## config.mk

```make
export PLATFORM = sky130hd
export DESIGN_NAME = instr_fetch_stage
export DESIGN_NICKNAME = d
export VERILOG_FILES = /design/src/rtl/instr_fetch_stage.sv
export SDC_FILE = /design/constraint.sdc
export NUM_CORES = 1
export LEC_CHECK = 0
export ABC_AREA = 1
export BUFFER_PORTS_ARGS = -buffer_cell sky130_fd_sc_hd__buf_2
export CAP_MARGIN = 30
export CORE_AREA = 8 8 161 118
export CTS_BUF_LIST = sky130_fd_sc_hd__clkbuf_8
export DETAILED_ROUTE_END_ITERATION = 7
export DIE_AREA = 0 0 169 126
export PLACE_DENSITY = 0.8
export SETUP_SLACK_MARGIN = 0.1
export SLEW_MARGIN = 20
export SYNTH_ARGS = -nofsm -noshare
export SYNTH_HDL_FRONTEND = slang
export SYNTH_SLANG_ARGS = --single-unit
```

## constraint.sdc

```tcl
create_clock -name clk -period 2.4 [get_ports clk]
set_input_delay 0.24 -clock clk [delete_from_list [all_inputs] [get_ports clk]]
set_output_delay 0.24 -clock clk [all_outputs]
set_load 0.01 [all_outputs]
```

## src/rtl/instr_fetch_stage.sv

```systemverilog
// instr_fetch_stage: holds the PC, fetches words from imem over req/ready and presents them to decode over valid/ready.
// Also applies the branch decision on accept, flags a fetch timeout and counts retired instructions.
module instr_fetch_stage #(
    parameter logic [31:0] RESET_PC = 32'h0000_0000,
    parameter int TIMEOUT = 16,
    parameter int CNT_W = 32
) (
    input  logic             clk,
    input  logic             rst_n,
    output logic             imem_req,
    output logic [31:0]      imem_addr,
    input  logic [31:0]      imem_rdata,
    input  logic             imem_ready,
    output logic             instr_valid,
    input  logic             instr_ready,
    output logic [31:0]      instr,
    output logic [5:0]       opcode,
    output logic [5:0]       funct,
    output logic [31:0]      pc_out,
    output logic [31:0]      pc_plus4,
    input  logic             branch_taken,
    input  logic [31:0]      branch_offset,
    output logic             fetch_err,
    output logic [CNT_W-1:0] retired_cnt
);
    localparam int WW = TIMEOUT > 1 ? $clog2(TIMEOUT) : 1;
    typedef enum logic [1:0] {FETCH, HOLD, ERR} state_t;
    state_t state;
    logic [31:0] pc;
    logic [WW-1:0] wait_cnt;
    assign imem_req = state == FETCH && rst_n;
    assign imem_addr = pc;
    assign instr_valid = state == HOLD;
    assign opcode = instr[31:26];
    assign funct = instr[5:0];
    assign pc_out = pc;
    assign pc_plus4 = pc + 32'd4;
    // ERR falls through the default arm, so every register holds until reset
    always_ff @(posedge clk or negedge rst_n) begin
        if (!rst_n) begin
            state <= FETCH;
            pc <= RESET_PC;
            instr <= '0;
            wait_cnt <= '0;
            fetch_err <= 1'b0;
            retired_cnt <= '0;
        end else begin
            case (state)
                FETCH: begin
                    if (imem_ready) begin
                        instr <= imem_rdata;
                        wait_cnt <= '0;
                        state <= HOLD;
                    end else if (wait_cnt == WW'(TIMEOUT - 1)) begin
                        state <= ERR;
                        fetch_err <= 1'b1;
                    end else begin
                        wait_cnt <= wait_cnt + WW'(1);
                    end
                end
                HOLD: begin
                    if (instr_ready) begin
                        retired_cnt <= retired_cnt + CNT_W'(1);
                        pc <= pc_plus4 + (branch_taken ? {branch_offset[29:0], 2'b00} : 32'd0);
                        state <= FETCH;
                    end
                end
                default: ;
            endcase
        end
    end
endmodule
```

==> reports/qor.csv <==
stage;metric;value;unit
placed_design;hpwl dp;21.1;mm
placed_design;placer congestion estimate;0.968;
clock_tree;H-tree levels;3;
pwr;Leak;7.01;nW
worst_setup_path;CP endpoint kind;register;
yosys;combinational family with the most area after synthesis;simple AND/OR/NAND/NOR gates;
global_routing;global-route wire length before repair;46.4;mm
yosys;Synth Cell Area;0.00771;mm²
timing;fin crit period;3300;ps
route;DRC violations left;0;
global_routing;initial antenna violation count;0;
cells_and_area;most common cell after layout, fill and taps aside;nand2_1;
clock_tree;CTS Root Cell;clkbuf_8;
clock_tree;Bufs on Longest Clock Path;2;
route;initial drt markers;1211;
yosys;Post-Synth Adder-Cell Area;5.45;%
route;drt first pass iters;6;
worst_setup_path;CP Max Fanout;4;
die;# rows;40;
pwr;Pwr Total;3.38;mW
clock_tree;CTS clock-pin slew for the worst setup and hold paths;120;ps
yosys;Seq/Total Area, Yosys;32.8;%
global_routing;vias in the first global route;8722;
global_routing;Total Routing Usage GR;27.2;%
worst_setup_path;Max stage delay cell, worst path;dfrtp_2;
cells_and_area;Syn-to-layout area delta;61.6;%
yosys;synthesis warning total;0;
route;Vias;9546;
worst_setup_path;Worst path max stage delay;410;ps
clock_tree;TritonCTS clock tree;done;
yosys;Synth Area in Compound Gates;4.19;%
timing;Final Hold Vio Count;0;
die;Core Footprint;0.0166;mm²
timing;setup repair after global routing missed its margin;yes;
die;IO Pins;244;
clock_tree;Num CTS Buffers;9;
worst_setup_path;Top cell by count, worst path;nand2_1;
global_routing;grt ovf;0;
global_routing;largest net degree at the start of global routing;102;
yosys;mux cell area share after synthesis;4.67;%
die;Die Span Y;126;µm
run_status;status;complete, but fails checks;
timing;# setup viols final;46;
timing;Setup Skew;24.6;ps
cells_and_area;most frequent cells in the layout;nand2_1, buf_2, buf_4;
die;Chip Width;169;µm
route;WL/cell;20.5;µm
cells_and_area;# diodes;0;
worst_hold_path;min-delay worst type;in2reg;
route;antenna viol nets, final;0;
worst_setup_path;critical path type;reg2reg;
worst_setup_path;CP required;2700;ps
timing;Max-slew headroom;62.3;%
worst_setup_path;CP Cell Sequence;buf_6 > ha_4 > nand3_4 > nor3_4 > nand3_2 > nor3_4 > xor2_2 > ha_4 > nand2_4 > inv_1 > nand2_1 > nand2_1 > nand2_1 > nand2_2 > nand2_2 > nand2_2 > a21oi_2 > nand2_1 > nand3_1 > nand2_1;
cells_and_area;Nets;1566;
pwr;Max rail drop VDD;0.235;mV
clock_tree;CTS sink cnt;101;
die;die area;0.0213;mm²
worst_setup_path;CP arrival;3600;ps
yosys;Avg Inst Size Synth;7.19;µm²
cells_and_area;layout cells sized above 1;50.9;%
route;Total Wirelength;34.8;mm
yosys;XOR/XNOR Fraction of Synth Area;7.84;%
clock_tree;latest clock arrival within the worst-skew pair;420;ps
yosys;Cells after Synth;1073;
die;initial core utilization;46.4;%
timing;Slew Limit Fails;0;
run;Max-cap violations;0;
placed_design;input/output buffers;235;
timing;Worst Tran Pin Value;559;ps
cells_and_area;Fillers;1064;
yosys;post-synth cell types;40;
pwr;pwr dens;271;mW/mm²
yosys;Seq cells post-synth;101;
route;via/cell ratio;5.62;
timing;Final Cycle Share;138;%
timing;Peak Freq;303;MHz
cells_and_area;fin util;75.0;%
yosys;Synth Area in Simple Gates;32.1;%
timing;fin worst setup slack;-903;ps
worst_setup_path;Startpoint Class;register;
run_status;failing checks;negative setup slack;
critical path, delay by kind of cell, from the launching register on:
family,cells,cell delay [ps]
AND/OR/NAND/NOR,14,1800
AO/OA/AOI/OAI,1,100
buffers and inverters,2,200
adder cells (fa/ha/maj),2,420
flip-flops,1,410
XOR/XNOR,1,260
report_power, final:
part | leakage, nW | total (mW) | switching [mW] | internal (mW)
Clock | 0.106 | 1.19 | 0.763 | 0.428
Combinational | 5.59 | 0.485 | 0.283 | 0.202
Sequential | 1.31 | 1.70 | 0.00134 | 1.70
layer usage:
layer / track usage [%] / vias up / share of wire (%)
met5: 0 / - / 0
met4: 10.6 / 0 / 6.7
met3: 5.74 / 240 / 11
met2: 44.3 / 733 / 46
met1: 34.8 / 4496 / 36
li1: - / 4077 / -
area by class of cell:
cell class              count  area, µm²  share of cell area, %
clock buffers               9        124                  0.994
well taps                 231        289                   2.32
flip-flops and latches    101       2540                   20.4
inverters                 155        584                   4.69
multi-input cells         761       5790                   46.5
clock inverters             7       83.8                  0.673
repair buffers            436       3050                   24.5
timing repair:
action | CTS | global route
resized for setup | 224 | 150
pin swaps | 71 | 74
endpoints found under the setup margin | 42 | 51
hold buffers | 1 | 0
hold endpoints to repair | 101 | 0
buffers inserted | 41 | 25
worst paths after layout:
path,slack [ps],cells after the start,end,start
hold reg to reg,480,1,retired_cnt[31],retired_cnt[31]
setup reg to reg,-900,20,imem_addr[31],imem_addr[3]
min in group asynchronous,470,3,instr[11],rst_n
max in group asynchronous,1480,3,imem_addr[5],rst_n
hold / removal,60,2,instr[9],imem_rdata[9]
setup / recovery,-900,20,imem_addr[31],imem_addr[3]
synthesized netlist by cell type (all sizes together):
master     n  share of area, %
or2        1             0.081
nor2      96               5.3
clkbuf     9              0.44
nand2    348                17
fa         1              0.26
dfrtp    101                33
nand3     55               3.9
mux2      32               4.7
ha        32               5.2
o22ai      3              0.24
clkinv     1             0.049
nand4     19               1.9
buf       52               4.9
conb       1             0.049
xnor2     22               2.5
and2       3              0.24
inv      154               7.5
xor2      47               5.3
a21oi     22               1.4
o21ai     28               1.8
o21bai     4              0.39
a21o       2              0.19
nor3      24               2.2
nor4       5              0.49
o2bb2ai    1              0.11
nand3b    10              0.97
kinds of logic (layout without fill, tap and decap cells):
group	count (synthesis)	count (layout)
AO/OA/AOI/OAI	60	60
buffers and inverters	216	607
XOR/XNOR	69	69
flip-flops	101	101
AND/OR/NAND/NOR	561	561
multiplexers	32	32
adder cells (fa/ha/maj)	33	33
other	1	6
state kept, by name (all words and copies together) (netlist names):
name / flops
fetch_err: 1
imem_addr: 30
instr: 32
retired_cnt: 32
state: 2
wait_cnt: 4
metrics by stage:
stage	cells	hold slack [ps]	area (µm²)	setup TNS, ps	worst slack, ps
global placement	1631	380	10100	-8300	-646
floorplan	1078	-55.6	7860	-2570	-266
finish	1700	58.2	12500	-20380	-903
CTS	1685	45.5	11700	-8260	-421
global route	1700	36.9	12500	-23760	-977
detailed placement	1631	375	10100	-8990	-601
(Power assumes the default switching activity.)
